**src/rtl/matrix_pkg.sv**
```systemverilog
// ---------------------------------------------------------------------------
// matrix_pkg
// Shared definitions for the 5x7 LED matrix blocks (scanner, map decoder, ...).
//   - scan_state_e : scan FSM state encoding. BLANK is only present when the
//                    build defines MATRIX_SCAN_BLANK_EN.
//   - N_ROWS, N_COLS, PAT_W : matrix geometry (pattern is row-major, MSB first).
//   - row_decode() : row index -> active-low one-hot row select; out-of-range
//                    indices give all rows off.
// ---------------------------------------------------------------------------
package matrix_pkg;

  localparam int N_ROWS = 7;
  localparam int N_COLS = 5;
  localparam int PAT_W  = 35;

`ifdef MATRIX_SCAN_BLANK_EN
  typedef enum logic [1:0] {
    IDLE  = 2'd0,
    SCAN  = 2'd1,
    BLANK = 2'd2
  } scan_state_e;
`else
  typedef enum logic [1:0] {
    IDLE = 2'd0,
    SCAN = 2'd1
  } scan_state_e;
`endif

  function automatic logic [6:0] row_decode(input logic [2:0] r);
    logic [6:0] sel;
    case (r)
      3'd0:    sel = 7'h7E;
      3'd1:    sel = 7'h7D;
      3'd2:    sel = 7'h7B;
      3'd3:    sel = 7'h77;
      3'd4:    sel = 7'h6F;
      3'd5:    sel = 7'h5F;
      3'd6:    sel = 7'h3F;
      default: sel = 7'h7F;
    endcase
    return sel;
  endfunction

endpackage

```
**src/rtl/matrix_row_mux.sv**
```systemverilog
// ---------------------------------------------------------------------------
// matrix_row_mux
// Combinational extraction of one row of a 35-bit row-major 5x7 pattern.
// Ports:
//   i_pat [34:0] : pattern, i_pat[34] = row0/col0, i_pat[0] = row6/col4
//   i_row [2:0]  : row index 0..6 (7 gives all-zero columns)
//   o_col [4:0]  : column bits of that row, o_col[4] = col0
// ---------------------------------------------------------------------------
module matrix_row_mux
  import matrix_pkg::*;
(
  input  logic [PAT_W-1:0]  i_pat,
  input  logic [2:0]        i_row,
  output logic [N_COLS-1:0] o_col
);

  // Row select: fixed slices keep the mux shallow and width-exact.
  always_comb begin
    o_col = 5'd0;
    case (i_row)
      3'd0:    o_col = i_pat[34:30];
      3'd1:    o_col = i_pat[29:25];
      3'd2:    o_col = i_pat[24:20];
      3'd3:    o_col = i_pat[19:15];
      3'd4:    o_col = i_pat[14:10];
      3'd5:    o_col = i_pat[9:5];
      3'd6:    o_col = i_pat[4:0];
      default: o_col = 5'd0;
    endcase
  end

endmodule

```
**src/rtl/matrix_scan.sv**
```systemverilog
// ---------------------------------------------------------------------------
// matrix_scan
// Row-multiplexed scanner for a 5x7 LED matrix with a double-buffered pattern.
// A pattern loaded with `load` is held in a pending register and promoted to
// the displayed (shadow) register only at a frame start, so a frame is never
// torn. Each row is driven for DIV cycles; rows run 0..6 and wrap.
// Optional build macro: MATRIX_SCAN_BLANK_EN inserts BLANK_CYC dead cycles
// (all rows off) after every row.
// Parameters:
//   DIV       : cycles each row is held active (>= 2)
//   BLANK_CYC : dead-time cycles between rows when blanking is built (>= 1)
// Ports:
//   clk   : system clock, rising edge
//   rst_n : synchronous active-low reset
//   M     : 35-bit pattern, M[34] = row0/col0
//   load  : one-cycle strobe, capture M into pending
//   en    : scanning enabled (level)
//   ROW   : active-low one-hot row select (registered)
//   COL   : active-high column data (registered), COL[4] = col0
//   FRAME : one-cycle pulse on the last active cycle of row 6 (registered)
// ---------------------------------------------------------------------------
module matrix_scan
  import matrix_pkg::*;
#(
  parameter int DIV       = 1000,
  parameter int BLANK_CYC = 4
) (
  input  logic              clk,
  input  logic              rst_n,
  input  logic [PAT_W-1:0]  M,
  input  logic              load,
  input  logic              en,
  output logic [N_ROWS-1:0] ROW,
  output logic [N_COLS-1:0] COL,
  output logic              FRAME
);

  localparam int              PRE_W    = $clog2(DIV);
  localparam logic [PRE_W-1:0] PRE_LAST = PRE_W'(DIV - 1);

  // Elaboration-time parameter legality.
  if (DIV < 2) begin : g_bad_div
    $error("matrix_scan: DIV must be >= 2");
  end
  if (BLANK_CYC < 1) begin : g_bad_blank
    $error("matrix_scan: BLANK_CYC must be >= 1");
  end

  scan_state_e      r_state;
  logic [2:0]       r_row;
  logic [PRE_W-1:0] r_pre;
  logic [PAT_W-1:0] r_pend;
  logic             r_pend_valid;
  logic [PAT_W-1:0] r_shadow;

  scan_state_e      w_state_nxt;
  logic [2:0]       w_row_nxt;
  logic [PRE_W-1:0] w_pre_nxt;
  logic             w_frame_start;
  logic [PAT_W-1:0] w_shadow_nxt;
  logic [N_COLS-1:0] w_col_nxt;
  logic             w_scan_nxt;

`ifdef MATRIX_SCAN_BLANK_EN
  localparam int              BLK_W    = (BLANK_CYC > 1) ? $clog2(BLANK_CYC) : 1;
  localparam logic [BLK_W-1:0] BLK_LAST = BLK_W'(BLANK_CYC - 1);
  logic [BLK_W-1:0] r_blk;
  logic [BLK_W-1:0] w_blk_nxt;
`endif

  // Next-state: row/prescaler sequencing and frame-start detection.
  always_comb begin
    w_state_nxt   = r_state;
    w_row_nxt     = r_row;
    w_pre_nxt     = r_pre;
    w_frame_start = 1'b0;
`ifdef MATRIX_SCAN_BLANK_EN
    w_blk_nxt     = r_blk;
`endif
    case (r_state)
      IDLE: begin
        w_row_nxt = 3'd0;
        w_pre_nxt = '0;
`ifdef MATRIX_SCAN_BLANK_EN
        w_blk_nxt = '0;
`endif
        if (en) begin
          w_state_nxt   = SCAN;
          w_frame_start = 1'b1;
        end else begin
          w_state_nxt   = IDLE;
        end
      end
      SCAN: begin
        if (!en) begin
          w_state_nxt = IDLE;
          w_row_nxt   = 3'd0;
          w_pre_nxt   = '0;
        end else if (r_pre == PRE_LAST) begin
          w_pre_nxt = '0;
`ifdef MATRIX_SCAN_BLANK_EN
          // Row advance is deferred until the dead time has elapsed.
          w_state_nxt = BLANK;
          w_blk_nxt   = '0;
`else
          if (r_row == 3'd6) begin
            w_row_nxt     = 3'd0;
            w_frame_start = 1'b1;
          end else begin
            w_row_nxt     = r_row + 3'd1;
          end
`endif
        end else begin
          w_pre_nxt = r_pre + PRE_W'(1);
        end
      end
`ifdef MATRIX_SCAN_BLANK_EN
      BLANK: begin
        if (!en) begin
          w_state_nxt = IDLE;
          w_row_nxt   = 3'd0;
          w_pre_nxt   = '0;
          w_blk_nxt   = '0;
        end else if (r_blk == BLK_LAST) begin
          w_state_nxt = SCAN;
          w_blk_nxt   = '0;
          if (r_row == 3'd6) begin
            w_row_nxt     = 3'd0;
            w_frame_start = 1'b1;
          end else begin
            w_row_nxt     = r_row + 3'd1;
          end
        end else begin
          w_blk_nxt = r_blk + BLK_W'(1);
        end
      end
`endif
      default: begin
        w_state_nxt = IDLE;
        w_row_nxt   = 3'd0;
        w_pre_nxt   = '0;
      end
    endcase
  end

  // Shadow is promoted at frame start so the very first row of the new
  // frame already shows the new pattern.
  always_comb begin
    w_shadow_nxt = r_shadow;
    w_scan_nxt   = (w_state_nxt == SCAN);
    if (w_frame_start && r_pend_valid) begin
      w_shadow_nxt = r_pend;
    end else begin
      w_shadow_nxt = r_shadow;
    end
  end

  matrix_row_mux u_row_mux (
    .i_pat (w_shadow_nxt),
    .i_row (w_row_nxt),
    .o_col (w_col_nxt)
  );

  // State, buffers and outputs. Outputs are registered from next-state values
  // so they are valid in the same cycle the FSM enters a row.
  always_ff @(posedge clk) begin
    if (!rst_n) begin
      r_state      <= IDLE;
      r_row        <= 3'd0;
      r_pre        <= '0;
      r_pend       <= '0;
      r_pend_valid <= 1'b0;
      r_shadow     <= '0;
      ROW          <= 7'h7F;
      COL          <= 5'd0;
      FRAME        <= 1'b0;
`ifdef MATRIX_SCAN_BLANK_EN
      r_blk        <= '0;
`endif
    end else begin
      r_state  <= w_state_nxt;
      r_row    <= w_row_nxt;
      r_pre    <= w_pre_nxt;
      r_shadow <= w_shadow_nxt;
`ifdef MATRIX_SCAN_BLANK_EN
      r_blk    <= w_blk_nxt;
`endif
      // A load on a frame start wins the valid flag: old pending has just
      // moved to shadow, the new value waits for the following frame.
      if (load) begin
        r_pend       <= M;
        r_pend_valid <= 1'b1;
      end else if (w_frame_start) begin
        r_pend_valid <= 1'b0;
      end else begin
        r_pend_valid <= r_pend_valid;
      end
      ROW   <= w_scan_nxt ? row_decode(w_row_nxt) : 7'h7F;
      COL   <= w_scan_nxt ? w_col_nxt : 5'd0;
      FRAME <= w_scan_nxt && (w_row_nxt == 3'd6) && (w_pre_nxt == PRE_LAST);
    end
  end

endmodule

```
**config.mk**
```make
export PLATFORM = sky130hd
export DESIGN_NAME = matrix_scan
export DESIGN_NICKNAME = d
export VERILOG_FILES = /design/src/rtl/matrix_pkg.sv /design/src/rtl/matrix_row_mux.sv /design/src/rtl/matrix_scan.sv
export SDC_FILE = /design/constraint.sdc
export NUM_CORES = 1
export LEC_CHECK = 0
export ABC_AREA = 1
export BUFFER_PORTS_ARGS = -buffer_cell sky130_fd_sc_hd__buf_4
export CORE_MARGIN = 2
export CORE_UTILIZATION = 45
export DETAILED_ROUTE_END_ITERATION = 8
export PLACE_DENSITY_LB_ADDON = 0.12
export SYNTH_ARGS = -nofsm -noshare
export SYNTH_HDL_FRONTEND = slang
export SYNTH_HIERARCHICAL = 1
export SYNTH_SLANG_ARGS = --single-unit
```
**constraint.sdc**
```tcl
create_clock -name clk -period 6.7 [get_ports clk]
set_clock_uncertainty 0.2 [all_clocks]
set_input_delay 0 -clock clk [delete_from_list [all_inputs] [get_ports clk]]
set_output_delay 0 -clock clk [all_outputs]
set_load 0.02 [all_outputs]
```
==> metrics.txt, run 1 <==
Max clock buf depth 2; Leak 2.87 nW; GRT Residual Overflow 0; post-DP HPWL about 6400 um; Slew Limit Fails 0; Ys Warns 6; Synth async-reset ratio 0%; cts bufs inserted 9; CP max FO 18; I/O pins 52; port bufs 51; r2r setup slk 4.01 ns; first-pass GRT wire length 17500 um; core box area about 9800 um^2; Synth Register Bits 99; Initial Util 46.4%; final WL between 10000 and 15000 um; CTS tree yes; Reg2Reg Depth 14; CP startpoint r_pre[0]; Reg2Reg Capture Point COL[4]; Post-DP Area around 5000 um^2; worst skew pair latency 0.37 ns; # DRC 0; Vias/cell around 4.6; ant diodes 0; initial antenna violation count 0; worst hold path type in2reg; Power per Cell Area between 150 and 200 nW/um^2; Worst EP arrival 2.75 ns; largest area contributor in the netlist dfxtp_1; data required time of the worst path a little under 7 ns; CTS resizes 0; FILL cells 945; final design utilization ~59%; Final #Nets between 800 and 900; WS Path Type reg2reg; Startpoint Class register; worst setup path end COL[4]; die area about 11000 um^2; ys flop type dfxtp_1; DR WL/cell between 10 and 15 um; Post-DRT Antenna Nets 0; Setup TNS Final 0 ns; clock sink total 99; ratio of cells with drive above 1 in the final layout 12.2%; worst-margin pin slew ~0.64 ns; max frequency ~370 MHz; CTS clock-pin slew for the worst setup and hold paths ~0.1 ns; setup violators final 0; synthesized area per cell between 6 and 7 um^2; outcome finished clean; DR vias 4200; Hold WS around 0.09 ns; max-cap violations 0; share of the synthesized area in the top cell type between 40% and 50%; Root Driver clkbuf_8; Netlist cell types 29; Mapped Area 4550 um^2; GP Congestion 0.828; Cells after Synth roughly 670; CP Capture Type register; GRT Overall Usage between 10% and 20%; Mapped Nets 709; post-layout instance area between 5000 and 6000 um^2; H-tree Lvls 3; First-pass DRT Iterations 6; Die Y roughly 100 um; hold wc startpoint load; unrepaired setup endpoints after global routing no; P&R area growth vs syn 28.0%; Tmin final 2.69 ns; Die X ~100 um; largest cells by area after synthesis dfxtp_1 (44%), inv_1 (11%), nand2_1 (10%), nand3_1 (6.8%), nor2_1 (6.7%); VDD IR-drop max 91.0 uV; DRT iter0 DRCs between 200 and 250; largest net degree at the start of global routing 72; total power 1.12 mW; final hold violations 0; Post-synth EDFFs 0; part of the cycle the worst path needs between 40% and 50%; Slew HR 57.1%; row cnt 36; RR Startpoint r_pre[0]; sequential share of the synthesized area 43.5%; vias in the first global route roughly 4000
-- critical path, cell delays in order (launching register included) --
cell     delay [ns]
dfxtp_1        0.40
ha_1           0.23
nand2_2        0.10
nor2_1         0.14
nand3_1        0.11
nand2_1        0.07
nand3_1        0.13
inv_1          0.52
inv_2          0.18
nand3_1        0.19
nor2_1         0.06
nor2_1         0.10
nand2_1        0.06
inv_1          0.05
nor2_1         0.04
-- state kept, by name, summed over array words and instances (netlist names) --
signal and count:
r_pend 35, r_shadow 35, r_pre 10, ROW 7, COL 5, r_row 3, r_state 2, FRAME 1
r_pend_valid 1
-- synth_stat cells (2+ instances only) --
cell type  number
nor2_2          3
clkbuf_1       18
buf_6           6
clkinv_1        2
xor2_1          2
nand2_2        11
nor2_4          2
nand4_1        22
nand2_1       123
clkbuf_8        2
nor2_1         81
nor3_1          2
inv_1         139
a21oi_1        38
dfxtp_1        99
nand3_1        62
o21ai_0        37
nand3_2         2
buf_2           4
buf_4           2
inv_2           3
nand2_4         2
-- through the flow --
stage	setup slack, ns	instances
5_1_grt	3.62	913
6_report	4.01	913
4_1_cts	4.04	913
3_5_place_dp	4.05	825
2_1_floorplan	4.47	669
3_3_place_gp	4.12	825
-- worst min path at each step --
| stage | endpoint | slack, ns | depth (start not counted) |
|---|---|---|---|
| 6_report | r_pend[33] | 0.09 | 4 |
| 5_1_grt | r_pend[2] | 0.14 | 4 |
| 4_1_cts | r_pend[11] | 0.07 | 4 |
| 3_5_place_dp | r_pend[30] | 0.09 | 3 |
| 3_3_place_gp | r_pend[3] | 0.08 | 3 |
| 2_1_floorplan | r_state[0] | -0.02 | 2 |
-- layout by cell type, fill, tap and decap left out, drive strengths merged --
| cell type | count |
|---|---|
| a21oi | 38 |
| buf | 55 |
| clkbuf | 14 |
| clkinv | 5 |
| conb | 1 |
| dfxtp | 99 |
| dlygate4sd3 | 72 |
| ha | 1 |
| inv | 143 |
| nand2 | 137 |
| nand3 | 64 |
| nand3b | 1 |
| nand4 | 22 |
| nor2 | 86 |
| nor3 | 2 |
| o21ai | 37 |
| or2 | 1 |
| xor2 | 2 |
-- per-layer routing --
layer / global-route usage [%] / wire length (um)
met5: 0 / 0
met4: 9.14 / 246
met3: 3.12 / 372
met2: 31.6 / 4570
met1: 25.1 / 5000
-- logic make-up (layout without fill, tap and decap cells) --
group           after synthesis  count (layout)  share of synthesized area (%)
simple gates                313             313                           31.0
buf+inv                     178             289                           16.5
flops                        99              99                           43.5
compound gates               75              75                           8.24
xor+xnor                      2               2                          0.385
fa+ha+maj                     1               1                          0.275
other cells                   1               1                         0.0824
-- final cells by class --
| cell class | instances | area [um^2] | share of cell area (%) |
|---|---|---|---|
| Inverter | 146 | 554 | 9.51 |
| Sequential cell | 99 | 1980 | 34.0 |
| Multi-Input combinational cell | 392 | 1820 | 31.2 |
| Tap cell | 133 | 166 | 2.86 |
| Clock inverter | 2 | 10.0 | 0.172 |
| Clock buffer | 14 | 163 | 2.79 |
| Timing Repair Buffer | 127 | 1130 | 19.5 |
-- power breakdown --
group	internal, mW	switching (mW)	leakage, nW
combinational	0.0715	0.0756	1.97
clock	0.155	0.196	0.0905
sequential	0.613	0.00586	0.811
total	0.839	0.277	2.87
-- what timing repair did --
item	4_1_cts	5_1_grt
setup buffers	0	0
endpoints found under the hold margin	52	0
hold buffers	72	0
Power figures use the tool's default switching activity.
==> inputs of run 2 (changes only) <==
==> constraint.sdc (replaced) <==
create_clock -name clk -period 2.3 [get_ports clk]
set_clock_uncertainty 0.2 [all_clocks]
set_input_delay 0 -clock clk [delete_from_list [all_inputs] [get_ports clk]]
set_output_delay 0 -clock clk [all_outputs]
set_load 0.02 [all_outputs]
==> run 2 against run 1 <==
First-iteration DRC count increased by 6.0%. Via count rose by 4.6%. Sequential power grew to 2.9 times the previous value. Hold slack lost 0.019 ns. Sequential cell count unchanged. Register-to-register slack worse by 4.0 ns. Critical endpoint is now COL[0].
==> metrics.txt, run 2 (synthesis results as in run 1) <==
VDD IR-drop max about 310 uV; Post-DRT Antenna Nets 0; CP Capture Type register; CP startpoint r_pre[1]; cts bufs inserted 9; First-pass DRT Iterations 4; H-tree Lvls 3; P&R area growth vs syn 39.1%; Leak ~3.0 nW; CP most frequent cell nand2_1; Vias/cell about 4.7; Top delay family on crit path simple AND/OR/NAND/NOR gates; worst hold path type in2reg; final hold violations 0; Slew Limit Fails 0; initial antenna violation count 0; Worst EP arrival about 2.4 ns; setup violators final 0; post-DP HPWL ~7000 um; I/O pins 52; WS Path Type reg2reg; outcome finished clean; # DRC 0; core box area approximately 9800 um^2; die area between 10000 and 15000 um^2; non-filler cells, final between 900 and 1000; Startpoint Class register; GP Congestion between 0.8 and 0.9; Power per Cell Area 551 nW/um^2; DRT iter0 DRCs 213; first-pass GRT wire length about 18000 um; worst skew pair latency approximately 0.37 ns; GRT Residual Overflow 0; unrepaired setup endpoints after global routing yes; hold wc startpoint load; ratio of cells with drive above 1 in the final layout around a fifth; total power ~3.5 mW; largest net degree at the start of global routing between 70 and 80; Max stage delay on crit path roughly 0.37 ns; Slew HR roughly three fifths; Die X ~100 um; max frequency around 440 MHz; Initial Util about 46%; part of the cycle the worst path needs between 90% and 100%; row cnt 36; data required time of the worst path ~2.4 ns; Root Driver clkbuf_8; clock sink total between 90 and 100; worst-margin pin slew 0.602 ns; GRT Overall Usage 20.3%; final WL 11400 um; most common cell after layout, fill and taps aside inv_1; Buf+Inv Stages, Crit Path 4; worst path cell trace ha_4 > nand2_4 > nor2_4 > nand3_4 > inv_4 > nand2_4 > nand2_8 > nand2_8 > clkbuf_16 > nand2_2 > nand2_1 > inv_1 > nand4_1 > nand2_1 > nor2_1 > nand2_1 > inv_1 > nor2_1; placed insts 839; port bufs 51; Die Y between 100 and 150 um; DR vias 4395; Hold WS 0.0727 ns; slowest stage cell, crit path dfxtp_4; CTS clock-pin slew for the worst setup and hold paths 0.09 ns; Final #Nets ~840; ant diodes 0; CTS tree yes; Setup TNS Final 0 ns; DR WL/cell 12.2 um; RR Startpoint r_pre[1]; max-cap violations 0; Max clock buf depth 2; largest registers r_pend: 35 flops, r_shadow: 35 flops, r_pre: 10 flops; most frequent cells in the layout inv_1 (132), nand2_1 (100), dfxtp_1 (97); Tmin final between 2 and 2.5 ns; CP max FO 8; vias in the first global route 4159
[run 2: final timing paths]
check                to  slack (ns)  depth (start not counted)
max              COL[0]        0.05                         18
min           r_pend[5]        0.07                          4
max reg2reg      COL[0]        0.05                         18
min reg2reg  r_pend[10]        0.26                          2
[run 2: repair_timing]
action | in CTS | in global routing
setup buffers | 0 | 3
gates resized for setup | 0 | 57
hold buffers | 73 | 0
hold endpoints to repair | 87 | 0
endpoints found under the setup margin | 0 | 5
[run 2: worst min-delay path, delay by kind of cell]
| kind | cells | cell delay [ns] |
|---|---|---|
| AO/OA/AOI/OAI | 1 | 0.18 |
| buffers and inverters | 3 | 0.43 |
[run 2: per-stage QoR]
step	utilization [%]	instance area [um^2]	setup WS, ns
floorplan	-	4550	0.0702
global placement	51.7	5080	0.0427
detailed placement	51.7	5080	0.0200
CTS	61.2	6010	0.00593
global route	64.5	6330	-0.0914
finish	64.5	6330	0.0456
[run 2: metal layers]
| metal | part of all wire, % | GRT usage [%] |
|---|---|---|
| met1 | 46 | 26.0 |
| met2 | 49 | 34.3 |
| met3 | 3.4 | 2.87 |
| met4 | 1.8 | 8.38 |
| met5 | 0 | 0 |
[run 2: power by group]
group / total [mW] / internal, mW / switching [mW]
registers: 1.80 / 1.78 / 0.0195
clock network: 1.19 / 0.599 / 0.593
logic: 0.494 / 0.249 / 0.245
total: 3.49 / 2.63 / 0.857
[run 2: area by class of cell]
cell class                 instances  area (um^2)
clock buffer                       9          124
clock inverter                     5         80.1
multi-input combinational        392         1970
tap                              133          166
timing repair buffer             151         1450
sequential                        99         1990
inverter                         146          556
fill                             925         3480
==> inputs of run 3 (changes only) <==
--- a/config.mk
+++ b/config.mk
@@ -10,7 +10,8 @@
 export CORE_MARGIN = 2
 export CORE_UTILIZATION = 45
 export DETAILED_ROUTE_END_ITERATION = 8
-export PLACE_DENSITY_LB_ADDON = 0.12
+export PLACE_DENSITY = 0.67
+export SLEW_MARGIN = 20
 export SYNTH_ARGS = -nofsm -noshare
 export SYNTH_HDL_FRONTEND = slang
 export SYNTH_HIERARCHICAL = 1
==> constraint.sdc (replaced) <==
create_clock -name clk -period 2.3 [get_ports clk]
set_clock_uncertainty 0.2 [all_clocks]
set_input_delay 0 -clock clk [delete_from_list [all_inputs] [get_ports clk]]
set_output_delay 0 -clock clk [all_outputs]
set_load 0.01 [all_outputs]
==> run 3 against run 2 <==
Non-clock buffer count is 4 lower. Sequential share of layout area increased by 0.16 points. Wire length rose by 1.9%. Largest power group unchanged. Largest cell class unchanged. Register-to-register slack worse by 0.02 ns. Total power up 4.0%. Critical path depth fell by 1. Die area unchanged. Combinational power about the same. Sequential cell count unchanged.
==> metrics.txt, run 3 (synthesis results as in run 1) <==
vias in the first global route 4213; Post-DRT Antenna Nets 0; Seq. cell area between 1500 and 2000 um^2; slowest stage cell, crit path dfxtp_4; I/O pins 52; Internal Power ~2.8 mW; Slew HR between 60% and 70%; Die X between 100 and 150 um; Initial Util 46.4%; worst path cell trace ha_4 > nand2_4 > nor2_4 > nand3_4 > inv_4 > nand2_8 > nand2_4 > clkbuf_16 > nand3_1 > nand2_1 > inv_1 > nand4_1 > nand2_1 > nor2_1 > nand2_1 > inv_1 > nor2_1; largest net degree at the start of global routing around 70; CP max FO 8; FILL cells a little under 900; First-pass DRT Iterations 5; Buf+Inv Stages, Crit Path 4; worst skew pair latency between 0.3 and 0.4 ns; CTS tree yes; final hold violations 0; max frequency 439 MHz; max-cap violations 0; Post-DP Area 5000 um^2; largest registers r_pend: 35 flops, r_shadow: 35 flops, r_pre: 10 flops; ant diodes 0; VDD IR-drop max between 400 and 500 uV; Sw Ratio between 20% and 30%; core box area slightly below 10000 um^2; GRT Residual Overflow 0; P&R area growth vs syn 38.4%; worst-margin pin slew between 0.5 and 0.6 ns; total power about 3.6 mW; Comb power frac 13.5%; Leak about 3 nW; Die Y approximately 100 um; data required time of the worst path between 2 and 2.5 ns; unrepaired setup endpoints after global routing yes; DR vias 4489; WS Path Type reg2reg; CP Capture Type register; non-filler cells, final 935; part of the cycle the worst path needs about 99%; DR WL/cell between 10 and 15 um; cts bufs inserted 9; post-DP HPWL approximately 6600 um; most frequent cells in the layout inv_1 (139), nand2_1 (118), dfxtp_1 (97); port bufs 51; final WL roughly 12000 um; Power per Cell Area around 580 nW/um^2; CP most frequent cell nand2_1; GP Congestion approximately 0.83; Clk pwr share 36.7%; placed insts between 800 and 900; ratio of cells with drive above 1 in the final layout around 17%; initial antenna violation count 0; CTS clock-pin slew for the worst setup and hold paths roughly 0.090 ns; Max clock buf depth 2; Startpoint Class register; clock sink total 99; first-pass GRT wire length 18500 um; Worst EP arrival 2.35 ns; row cnt 36; Vias/cell approximately 4.8; die area roughly 11000 um^2; outcome finished clean; Final #Nets ~840; multi-input logic area 1960 um^2; Tmin final approximately 2.3 ns; worst hold path type in2reg; most common cell after layout, fill and taps aside inv_1; GRT Overall Usage 20.6%; DRT iter0 DRCs between 200 and 300; switching power between 800 and 900 uW; H-tree Lvls 3; # DRC 0; setup violators final 0; post-layout instance area around 6300 um^2; Top delay family on crit path simple AND/OR/NAND/NOR gates; Slew Limit Fails 0; sequential power share roughly half; Max stage delay on crit path about 0.37 ns; Root Driver clkbuf_8
run 3: cell count changes in the layout (fill, tap and decap cells not counted), moves of 2 or more:
cell / before / now
nand2_1: 100 / 118
nand2_2: 31 / 15
inv_1: 132 / 139
inv_2: 10 / 3
buf_6: 4 / 1
nor2_1: 78 / 75
nor2_2: 5 / 8
clkinvlp_4: 2 / 0
nand2_4: 4 / 2
nand2_8: 2 / 4
run 3: per-layer routing:
layer	vias up	share of wire, %	track usage (%)
li1	2300	-	-
met2	141	49	36.8
met4	0	2.3	6.19
met1	2021	44	24.6
met5	-	0	0
met3	27	5.1	4.80
run 3: stage by stage:
| step | setup TNS [ns] | util [%] | setup WS [ns] | hold WS, ns |
|---|---|---|---|---|
| after global placement | -0.0536 | 50.9 | -0.0218 | 0.0823 |
| after CTS | 0 | 61.3 | 0.00318 | 0.0619 |
| after detailed placement | -0.212 | 50.9 | -0.0681 | 0.0881 |
| after floorplan | 0 | - | 0.0702 | -0.0183 |
| after global routing | -0.394 | 64.2 | -0.0901 | 0.144 |
| final | 0 | 64.2 | 0.0213 | 0.0996 |
run 3: final timing paths:
| kind | start | to | slack [ns] | depth (start not counted) |
|---|---|---|---|---|
| worst min-delay path | load | r_pend[8] | 0.1 | 4 |
| worst min register to register | r_pend[33] | r_pend[33] | 0.26 | 2 |
| worst max register to register | r_pre[1] | COL[0] | 0.02 | 17 |
| worst max-delay path | r_pre[1] | COL[0] | 0.02 | 17 |
run 3: worst min-delay path: cells and delay by family:
family / cells / cell delay (ns)
AO/OA/AOI/OAI: 1 / 0.18
buffers and inverters: 3 / 0.45
run 3: timing repair:
action                                  CTS  global route
hold buffers                             73             0
endpoints found under the setup margin    5             5
resized for setup                         6            25
buffers inserted                          0             6
pin swaps                                 1            30
hold endpoints to repair                 52             0
gates cloned                              1             7
run 3: power by group through the flow:
stage                     Clock (mW)  Combinational, mW  Sequential (mW)
after floorplan                    0              0.218             1.84
after global placement             0              0.310             1.84
after detailed placement           0              0.319             1.84
final                           1.33              0.492             1.81
after CTS                       1.37              0.435             1.81
after global routing            1.42              0.545             1.81
run 3: layout make-up:
type | count | area share (%)
clock buffers | 11 | 2.24
clock inverters | 5 | 1.59
inverters | 146 | 8.81
multi-input cells | 394 | 31.1
flip-flops and latches | 99 | 31.5
well taps | 133 | 2.64
repair buffers | 147 | 22.1
